## src/rtl/sr_arb_pkg.sv

```systemverilog
// Shared types and constants for the SR latch arbiter.
// Imported by the top and the round-robin arbiter.
package sr_arb_pkg;

  typedef enum logic [2:0] {
    INIT_DRIVE,
    INIT_SETTLE,
    IDLE,
    DRIVE,
    SETTLE,
    CHECK,
    ACK
  } state_e;

  localparam logic OP_SET = 1'b1;
  localparam logic OP_CLR = 1'b0;

  localparam int SETTLE_CYCLES = 2;

endpackage

```

## src/rtl/sr_latch_arbiter_rr.sv

```systemverilog
// Round-robin arbiter: first requester at or after the pointer.
// Purely combinational; the pointer lives in the caller.
module rr_arbiter #(
  parameter int NREQ = 4,
  parameter int IW   = (NREQ > 1) ? $clog2(NREQ) : 1
) (
  input  logic [NREQ-1:0] req_i,
  input  logic [IW-1:0]   ptr_i,
  input  logic            en_i,
  output logic [NREQ-1:0] gnt_o,
  output logic [IW-1:0]   idx_o
);

  logic          found;
  logic [IW:0]   pos;

  always_comb begin
    gnt_o = '0;
    idx_o = '0;
    found = 1'b0;
    pos   = '0;
    for (int i = 0; i < NREQ; i++) begin
      pos = {1'b0, ptr_i} + (IW+1)'(i);
      if (pos >= (IW+1)'(NREQ)) begin
        pos = pos - (IW+1)'(NREQ);
      end
      if (en_i && !found && req_i[pos[IW-1:0]]) begin
        found               = 1'b1;
        gnt_o[pos[IW-1:0]]  = 1'b1;
        idx_o               = pos[IW-1:0];
      end
    end
  end

endmodule

```

## src/rtl/sr_latch_arbiter.sv

```systemverilog
// Shares one external SR latch between NREQ requesters,
// pulsing S/R, verifying Q and acknowledging round-robin.
module sr_latch_arbiter
  import sr_arb_pkg::*;
#(
  parameter int NREQ         = 4,
  parameter int PULSE_CYCLES = 2
) (
  input  logic            clk,
  input  logic            rst_n,
  input  logic [NREQ-1:0] req_valid,
  input  logic [NREQ-1:0] req_op,
  output logic [NREQ-1:0] req_ready,
  output logic            latch_s,
  output logic            latch_r,
  input  logic            latch_q,
  output logic            q_track,
  output logic            busy,
  output logic            err_mismatch
);

  localparam int IW   = (NREQ > 1) ? $clog2(NREQ) : 1;
  localparam int CMAX = (PULSE_CYCLES > SETTLE_CYCLES) ?
                        PULSE_CYCLES : SETTLE_CYCLES;
  localparam int CW   = $clog2(CMAX + 1);

  localparam logic [CW-1:0] P_C = CW'(PULSE_CYCLES);
  localparam logic [CW-1:0] S_C = CW'(SETTLE_CYCLES);
  localparam logic [IW-1:0] LAST = IW'(NREQ - 1);

  state_e          state_q;
  logic [CW-1:0]   cnt_q;
  logic [IW-1:0]   ptr_q;
  logic [IW-1:0]   ptr_d;
  logic [NREQ-1:0] gnt_q;
  logic [NREQ-1:0] ready_q;
  logic            s_q;
  logic            r_q;
  logic            q_track_q;
  logic            err_q;
  logic            q_meta_q;
  logic            q_sync_q;

  logic [NREQ-1:0] arb_gnt;
  logic [IW-1:0]   arb_idx;
  logic            arb_op;

  rr_arbiter #(
    .NREQ (NREQ),
    .IW   (IW)
  ) u_arb (
    .req_i (req_valid),
    .ptr_i (ptr_q),
    .en_i  (state_q == IDLE),
    .gnt_o (arb_gnt),
    .idx_o (arb_idx)
  );

  assign arb_op = req_op[arb_idx];
  assign ptr_d  = (arb_idx == LAST) ? '0 : arb_idx + IW'(1);

  always_ff @(posedge clk) begin
    if (!rst_n) begin
      state_q   <= INIT_DRIVE;
      cnt_q     <= '0;
      ptr_q     <= '0;
      gnt_q     <= '0;
      ready_q   <= '0;
      s_q       <= 1'b0;
      r_q       <= 1'b0;
      q_track_q <= 1'b0;
      err_q     <= 1'b0;
      q_meta_q  <= 1'b0;
      q_sync_q  <= 1'b0;
    end else begin
      q_meta_q <= latch_q;
      q_sync_q <= q_meta_q;
      ready_q  <= '0;
      unique case (state_q)
        INIT_DRIVE: begin
          if (cnt_q == P_C) begin
            r_q     <= 1'b0;
            cnt_q   <= CW'(1);
            state_q <= INIT_SETTLE;
          end else begin
            r_q   <= 1'b1;
            cnt_q <= cnt_q + CW'(1);
          end
        end
        INIT_SETTLE: begin
          if (cnt_q == S_C) begin
            cnt_q   <= '0;
            state_q <= IDLE;
          end else begin
            cnt_q <= cnt_q + CW'(1);
          end
        end
        IDLE: begin
          if (|req_valid) begin
            gnt_q <= arb_gnt;
            ptr_q <= ptr_d;
            // Latch already holds the requested value: skip the pulse.
            if (arb_op == q_track_q) begin
              ready_q <= arb_gnt;
              state_q <= ACK;
            end else begin
              q_track_q <= arb_op;
              s_q       <= (arb_op == OP_SET);
              r_q       <= (arb_op == OP_CLR);
              cnt_q     <= CW'(1);
              state_q   <= DRIVE;
            end
          end
        end
        DRIVE: begin
          if (cnt_q == P_C) begin
            s_q     <= 1'b0;
            r_q     <= 1'b0;
            cnt_q   <= CW'(1);
            state_q <= SETTLE;
          end else begin
            cnt_q <= cnt_q + CW'(1);
          end
        end
        SETTLE: begin
          if (cnt_q == S_C) begin
            cnt_q   <= '0;
            state_q <= CHECK;
          end else begin
            cnt_q <= cnt_q + CW'(1);
          end
        end
        CHECK: begin
          if (q_sync_q != q_track_q) begin
            err_q <= 1'b1;
          end
          ready_q <= gnt_q;
          state_q <= ACK;
        end
        ACK: begin
          state_q <= IDLE;
        end
        default: begin
          state_q <= INIT_DRIVE;
          cnt_q   <= '0;
          s_q     <= 1'b0;
          r_q     <= 1'b0;
        end
      endcase
    end
  end

  assign req_ready    = ready_q;
  assign latch_s      = s_q;
  assign latch_r      = r_q;
  assign q_track      = q_track_q;
  assign err_mismatch = err_q;
  assign busy         = (state_q != IDLE);

endmodule
```

## config.mk

```make
export PLATFORM = sky130hd
export DESIGN_NAME = sr_latch_arbiter
export DESIGN_NICKNAME = d
export VERILOG_FILES = /design/src/rtl/sr_arb_pkg.sv /design/src/rtl/sr_latch_arbiter_rr.sv /design/src/rtl/sr_latch_arbiter.sv
export SDC_FILE = /design/constraint.sdc
export NUM_CORES = 1
export LEC_CHECK = 0
export ABC_AREA = 1
export CORE_MARGIN = 2
export CORE_UTILIZATION = 55
export CTS_CLUSTER_DIAMETER = 200
export DETAILED_ROUTE_END_ITERATION = 7
export PLACE_DENSITY = 0.79
export SYNTH_ARGS = -nofsm -noshare
export SYNTH_HDL_FRONTEND = slang
export SYNTH_SLANG_ARGS = --single-unit
```

## constraint.sdc

```tcl
create_clock -name clk -period 5.8 [get_ports clk]
set_input_delay 0.58 -clock clk [delete_from_list [all_inputs] [get_ports clk]]
set_output_delay 0.58 -clock clk [all_outputs]
set_load 0.05 [all_outputs]
```

==> run summary, run 1 <==
• finished, violations left — result of the run
• DRC — violated checks
• 3 — Bufs and invs on worst path
• 20 — I/O pin count
• 47.87% — Switching Share
• 0.12 ns — clock-pin transition on the worst setup and hold timing paths
• ptr_q[1] — Worst setup startpoint
• sky130_fd_sc_hd__dfxtp_1, sky130_fd_sc_hd__nand2_1, sky130_fd_sc_hd__inv_1 — ranking of synthesized cells by area
• 0.0002314 V — maximum vdd drop
• 0 — count of final hold-check violations
• 2.97 ns — arrival time of data at the critical path endpoint
• simple AND/OR/NAND/NOR gates — kind of cell adding the most delay to the critical path
• 0.32 ns — latest clock arrival within the worst-skew pair
• 34 — post-synthesis cell type count
• 0 — number of enable-type register cells in the synthesized netlist
• 0.002733 ns — clock skew
• 1425 um — amount of wire on met2 after detailed routing
• 0 — reported max-cap violation count
• 0.0002986 W — internal power component
• 1657 sq um — total standard cell area after synthesis
• 273 — Layout Nets
• 58.88 um — Vert. Die Dim
• no — unrepaired setup endpoints after global routing
• 33.7% — sequential power share
• 0.0002741 W — total net switching power
• 3 — cts bufs inserted
• 11.74 um — wire length per cell after detailed routing
• q_meta_q — startpoint of the lowest-slack hold path
• flip-flop — sort of element at the start of the critical path
• 0 — initial antenna violation count
• 0 — number of antenna diodes
• 0 — number of gates resized after cts
• 0.53 ns — Largest stage delay, worst path
• 235 — synthesized instance count
• 1051 sq um — Multi-input gate area
• 3345 um — Final Routed Wirelength
• 0 — total grt overflow
• sky130_fd_sc_hd__dfxtp_1 — Critical Path Slowest Stage Cell
• 95 — Initial DRC Count
• 3467 sq um — die area
• sky130_fd_sc_hd__dfxtp_1 — Synth Flop Type
• 21 — total number of clock tree sinks
• 8 — largest fanout on the critical path
• 0 — count of final setup violators
• 13.52% — Area growth, synth to finish
• 25.38% — part of the Yosys area used for sequential elements
• 365.5 MHz — Max Fclk
• 59.05% — initial cell density of the core
• 19 — port buffer count
• 0 — Pins Over Slew Limit
• sky130_fd_sc_hd__clkbuf_4 — Clock Root Buffer
• 0 — DRT antenna net count
• 420.4 sq um — FF/Latch Area
• 21.64% — All-Layer GR Usage
• 65.46% — worst-case headroom to the max-slew limit
• 0% — asr flop ratio synth
• 0.8673 nW — leakage power
• 2.736 ns — post-route minimum period
• 13.1% — share of total power in the clock network
• 253 — post-synthesis net count
• reg2reg — Crit Path Category
• 25.38% — fraction of post-synthesis cell area in the top cell type by area
• yes — TritonCTS clock tree
• 5.256 — routed vias/inst
• inv_1 -> ha_1 -> inv_1 -> nand3_1 -> nand2_2 -> nand3_4 -> nor2_4 -> nor2_2 -> nand2_4 -> nand2_4 -> nand2_2 -> nand3_2 -> nand3_4 -> nand3_4 -> nand3_1 -> nand2_1 -> inv_1 -> nor2_1 — crit path cell chain
• 6.03 ns — required arrival time at the worst endpoint
• flip-flop — CP Capture Type
• 1 — number of H-tree levels
• 304.5 nW/um^2 — total power divided by cell area
• 21 — flop and latch count out of synthesis
• 19 — number of core rows
• sky130_fd_sc_hd__dfxtp_1 — biggest area consumer among synthesized cells
• 253 — fill cell count
• 0 ns — total negative slack
• 2567 um — Final HPWL DP
• 2805 sq um — Core Box Area
• 0.9456 — final weighted congestion in routability-driven placement
• 2 — Clock Path Buffers
• 177 um — metal3 WL
• 58.88 um — die width
• 1333 — via count of the first global-routing pass
• ptr_q[1] — FF-to-FF Start
• 2 — total DRC errors in the routed layout
• 0 — Post-CTS Setup Repair Bufs
• 1498 — routed via count
• 0 — number of warnings issued by yosys
• 7.049 sq um — average size of a mapped cell
• 6 — number of search-and-repair iterations in the first detailed-routing pass
• 5871 um — first-pass GRT wire length
• 1707 um — M1 wire length
• 67.04% — utilization after layout
• 53.2% — part of the power in combinational logic
• met4 — highest layer used for signal routing
• 17.72% — share of layout cells above drive strength 1
• 14 — largest net degree at the start of global routing
• 0.5165 ns — Tightest Pin Transition
• 0 — Hold-fix buffers, CTS
• reg2reg — worst hold path type
• 47.18% — final period utilization
## registers in the layout, indices dropped and copies added (netlist names)
signal        cells
err_mismatch      1
q_track           1
req_ready         4
cnt_q             2
q_sync_q          1
gnt_q             4
latch_s           1
q_meta_q          1
ptr_q             2
state_q           3
latch_r           1
## worst min-delay path, cell delays in order, from the launching register on
cell and delay [ns]:
sky130_fd_sc_hd__dfxtp_1 0.32, sky130_fd_sc_hd__nand2_1 0.05, sky130_fd_sc_hd__inv_1 0.03
## path summary, 6_finish.rpt
path	depth (start not counted)	slack (ns)	endpoint
hold / removal	2	0.43	q_sync_q
hold reg to reg	2	0.43	q_sync_q
setup reg to reg	18	3.06	latch_r
setup / recovery	18	3.06	latch_r
## kinds of logic after synthesis
| family | after synthesis | synth area share (%) |
|---|---|---|
| and+or+nand+nor | 124 | 42.60 |
| buffers and inverters | 44 | 11.18 |
| AOI/OAI and AO/OA | 37 | 14.50 |
| DFF | 21 | 25.38 |
| adders and majority gates | 7 | 5.287 |
| xor gates and xnor gates | 2 | 1.058 |
## metrics by stage
| step | std cells | hold WS, ns | total power, W | instance area, sq um | setup slack [ns] |
|---|---|---|---|---|---|
| floorplan | 235 | 0.3905 | 0.0004353 | 1657 | 3.493 |
| global placement | 281 | 0.3943 | 0.0004955 | 1851 | 3.135 |
| detailed placement | 281 | 0.4115 | 0.0004970 | 1851 | 3.123 |
| CTS | 285 | 0.4386 | 0.0005723 | 1881 | 3.084 |
| global route | 285 | 0.4458 | 0.0006217 | 1881 | 2.793 |
| finish | 285 | 0.4343 | 0.0005727 | 1881 | 3.064 |
## final cells by class
type	instances	area share, %
clock buffers	3	1.198
multi-input cells	170	55.89
repair buffers	19	10.11
clock inverters	1	0.3992
flip-flops and latches	21	22.36
well taps	31	2.063
inverters	40	7.984
## cell usage in the layout, fill, tap and decap left out, types with 2 or more instances in the layout
cell	netlist	routed
sky130_fd_sc_hd__o21a_1	2	2
sky130_fd_sc_hd__nand2_2	10	10
sky130_fd_sc_hd__nand2_1	45	45
sky130_fd_sc_hd__a31oi_1	2	2
sky130_fd_sc_hd__nand3_4	3	3
sky130_fd_sc_hd__xor2_1	2	2
sky130_fd_sc_hd__inv_1	35	35
sky130_fd_sc_hd__a21oi_2	3	3
sky130_fd_sc_hd__clkdlybuf4s50_1	0	19
sky130_fd_sc_hd__nor2_1	22	22
sky130_fd_sc_hd__a21oi_1	11	11
sky130_fd_sc_hd__o21ai_0	11	11
sky130_fd_sc_hd__clkbuf_4	0	3
sky130_fd_sc_hd__or2_2	2	2
sky130_fd_sc_hd__nand3_2	6	6
sky130_fd_sc_hd__inv_2	5	5
sky130_fd_sc_hd__ha_1	7	7
sky130_fd_sc_hd__nand2_4	6	6
sky130_fd_sc_hd__nand4_1	3	3
sky130_fd_sc_hd__dfxtp_1	21	21
sky130_fd_sc_hd__nor2_4	2	2
sky130_fd_sc_hd__a221oi_1	4	4
sky130_fd_sc_hd__nand3_1	20	20
## power by group through the flow
stage,logic [W],clock network [W],registers (W)
2_1_floorplan,0.000223,0,0.000212
3_3_place_gp,0.000299,0,0.000197
3_5_place_dp,0.000301,0,0.000196
4_1_cts,0.000303,0.0000767,0.000193
5_1_grt,0.000343,0.0000823,0.000196
6_report,0.000304,0.0000753,0.000193
## synthesized netlist by cell type, types with 2 or more instances
master / n
sky130_fd_sc_hd__a21oi_1: 11
sky130_fd_sc_hd__nand2_2: 10
sky130_fd_sc_hd__a31oi_1: 2
sky130_fd_sc_hd__or2_2: 2
sky130_fd_sc_hd__nand2_4: 6
sky130_fd_sc_hd__nor2_4: 2
sky130_fd_sc_hd__inv_1: 35
sky130_fd_sc_hd__inv_2: 5
sky130_fd_sc_hd__a21oi_2: 3
sky130_fd_sc_hd__o21a_1: 2
sky130_fd_sc_hd__nand2_1: 45
sky130_fd_sc_hd__a221oi_1: 4
sky130_fd_sc_hd__ha_1: 7
sky130_fd_sc_hd__o21ai_0: 11
sky130_fd_sc_hd__nand4_1: 3
sky130_fd_sc_hd__nand3_1: 20
sky130_fd_sc_hd__dfxtp_1: 21
sky130_fd_sc_hd__xor2_1: 2
sky130_fd_sc_hd__nand3_2: 6
sky130_fd_sc_hd__nand3_4: 3
sky130_fd_sc_hd__nor2_1: 22
## layer usage
metal	track usage, %	up-vias
met5	0	-
met4	5.519	0
met3	3.956	5
met2	33.33	34
met1	31.12	663
li1	-	796
No activity file was read; power rests on OpenSTA's default activity.
==> inputs of run 2 (changes only) <==
==> constraint.sdc (replaced) <==
create_clock -name clk -period 2.8 [get_ports clk]
set_input_delay 0.28 -clock clk [delete_from_list [all_inputs] [get_ports clk]]
set_output_delay 0.28 -clock clk [all_outputs]
set_load 0.05 [all_outputs]
==> run summary, run 2 (synthesis results as in run 1) <==
• 1903 sq um — Final Cell Area
• 19.22% — share of layout cells above drive strength 1
• flip-flop — sort of element at the start of the critical path
• 274 — Layout Nets
• sky130_fd_sc_hd__clkbuf_4 — Clock Root Buffer
• 0.41 ns — R2R Setup Slk
• 19 — port buffer count
• 71 — Initial DRC Count
• 3.06 ns — required arrival time at the worst endpoint
• 33.2% — sequential power share
• 0.009759 ns — clock skew
• 1 — number of H-tree levels
• 20 — I/O pin count
• 59.05% — initial cell density of the core
• 3533 um — Final Routed Wirelength
• 67.84% — utilization after layout
• 12.35 um — wire length per cell after detailed routing
• 6078 um — first-pass GRT wire length
• 1858 sq um — placed standard-cell area
• 0 — count of final setup violators
• 2.66 ns — arrival time of data at the critical path endpoint
• 85.44% — final period utilization
• 2 — Clock Path Buffers
• 54.2% — part of the power in combinational logic
• 22.35% — All-Layer GR Usage
• 8 — largest fanout on the critical path
• 2785 um — Final HPWL DP
• 0 — initial antenna violation count
• 0.42 ns — Largest stage delay, worst path
• 0 — reported max-cap violation count
• yes — TritonCTS clock tree
• no — unrepaired setup endpoints after global routing
• 1563 — routed via count
• 0.0005606 V — maximum vdd drop
• 21 — total number of clock tree sinks
• 2 — number of stages on the worst hold path
• 0.31 ns — latest clock arrival within the worst-skew pair
• 3 — Bufs and invs on worst path
• q_meta_q — startpoint of the lowest-slack hold path
• 226 — fill cell count
• 418.0 MHz — Max Fclk
• 12.7% — share of total power in the clock network
• sky130_fd_sc_hd__nand2_1, sky130_fd_sc_hd__inv_1, sky130_fd_sc_hd__nor2_1 — most used cells in the layout excluding fill and tap cells
• 0.0005750 W — total net switching power
• reg2reg — Crit Path Category
• 0.8738 nW — leakage power
• latch_r — endpoint of the most critical register-to-register path
• 14.88% — Area growth, synth to finish
• 0 — count of final hold-check violations
• 0.13 ns — clock-pin transition on the worst setup and hold timing paths
• sky130_fd_sc_hd__inv_1 — most used cell along the critical path
• sky130_fd_sc_hd__nand2_1 — leading cell type in the layout, fill and taps excluded
• 0 — Hold-fix buffers, CTS
• 0.001208 W — total power
• 0.0006327 W — internal power component
• 3 — cts bufs inserted
• flip-flop — CP Capture Type
• ptr_q[1] — FF-to-FF Start
• 3467 sq um — die area
• 58.88 um — Vert. Die Dim
• 58.88 um — die width
• 1418 — via count of the first global-routing pass
• 0.4958 ns — Tightest Pin Transition
• 2.392 ns — post-route minimum period
• 2805 sq um — Core Box Area
• 0 — total grt overflow
• 5.465 — routed vias/inst
• 6 — number of search-and-repair iterations in the first detailed-routing pass
• reg2reg — worst hold path type
• sky130_fd_sc_hd__dfxtp_2 — Critical Path Slowest Stage Cell
• DRC — violated checks
• 0 — number of antenna diodes
• 47.61% — Switching Share
• 0 — DRT antenna net count
• 2 — total DRC errors in the routed layout
• 18 — Worst Reg-to-Reg Cells
• 19 — number of core rows
• 0 — Pins Over Slew Limit
• 634.6 nW/um^2 — total power divided by cell area
• q_sync_q — hold worst-path end
• simple AND/OR/NAND/NOR gates — kind of cell adding the most delay to the critical path
• 14 — largest net degree at the start of global routing
• inv_1 -> ha_4 -> inv_1 -> nand3_1 -> nand2_2 -> nand3_4 -> nor2_4 -> nor2_2 -> nand2_4 -> nand2_4 -> nand2_1 -> nand3_2 -> nand3b_4 -> nand3_4 -> nand3_1 -> nand2_1 -> inv_1 -> nor2_1 — crit path cell chain
• 0.8927 — final weighted congestion in routability-driven placement
• 0 ns — total negative slack
• 66.64% — worst-case headroom to the max-slew limit
• finished, violations left — result of the run
-- run 2: metrics by stage --
| step | instances | setup WS (ns) | hold slack, ns |
|---|---|---|---|
| 2_1_floorplan | 235 | 0.4932 | 0.3735 |
| 3_3_place_gp | 282 | 0.3266 | 0.3923 |
| 3_5_place_dp | 282 | 0.2037 | 0.4052 |
| 4_1_cts | 286 | 0.1715 | 0.4302 |
| 5_1_grt | 286 | 0.07937 | 0.4606 |
| 6_report | 286 | 0.4078 | 0.4275 |
-- run 2: worst max-delay path by stage --
stage                   from        to  slack, ns  depth (start not counted)
floorplan           ptr_q[1]   latch_r       0.49                         18
detailed placement  ptr_q[1]   latch_r       0.20                         18
global placement    ptr_q[1]   latch_r       0.33                         18
finish              ptr_q[1]   latch_r       0.41                         18
global route        ptr_q[1]   latch_r       0.08                         18
CTS                 ptr_q[1]  cnt_q[0]       0.17                         17
-- run 2: per-layer routing --
layer | share of wire, % | GRT usage [%] | vias to the layer above
li1 | - | - | 804
met1 | 47 | 31.58 | 709
met2 | 45 | 36.35 | 50
met3 | 7.7 | 4.396 | 0
met4 | 0 | 2.597 | 0
met5 | 0 | 0 | -
-- run 2: cell type report --
class	count	area (sq um)	share of cell area [%]
multi-input cells	170	1064	55.88
flip-flops and latches	21	422.9	22.22
repair buffers	20	197.7	10.39
inverters	40	150.1	7.890
well taps	31	38.79	2.038
clock buffers	3	22.52	1.183
clock inverters	1	7.507	0.3945
-- run 2: tightest hold or removal path: cells and delay by family, from the launching register on --
family	cells	cell delay (ns)
buffers and inverters	1	0.03
flip-flops	1	0.32
AND/OR/NAND/NOR	1	0.05
-- run 2: timing repair --
action | in CTS | in global routing
endpoints found under the setup margin | 0 | 6
setup buffers | 0 | 0
resized for setup | 0 | 3
-- run 2: power by group through the flow --
stage          combinational, W  sequential, W  clock [W]
3_5_place_dp           0.000634       0.000407          0
4_1_cts                0.000638       0.000400   0.000157
6_report               0.000654       0.000401   0.000153
5_1_grt                0.000730       0.000409   0.000170
2_1_floorplan          0.000462       0.000440          0
3_3_place_gp           0.000624       0.000407          0
==> inputs of run 3 (changes only) <==
--- a/config.mk
+++ b/config.mk
@@ -6,11 +6,13 @@
 export NUM_CORES = 1
 export LEC_CHECK = 0
 export ABC_AREA = 1
+export CAP_MARGIN = 10
 export CORE_MARGIN = 2
 export CORE_UTILIZATION = 55
 export CTS_CLUSTER_DIAMETER = 200
 export DETAILED_ROUTE_END_ITERATION = 7
 export PLACE_DENSITY = 0.79
+export SKIP_LAST_GASP = 1
 export SYNTH_ARGS = -nofsm -noshare
 export SYNTH_HDL_FRONTEND = slang
 export SYNTH_SLANG_ARGS = --single-unit
==> results of run 3 <==
Final layout, timing and power as in run 2 (identical DEF).
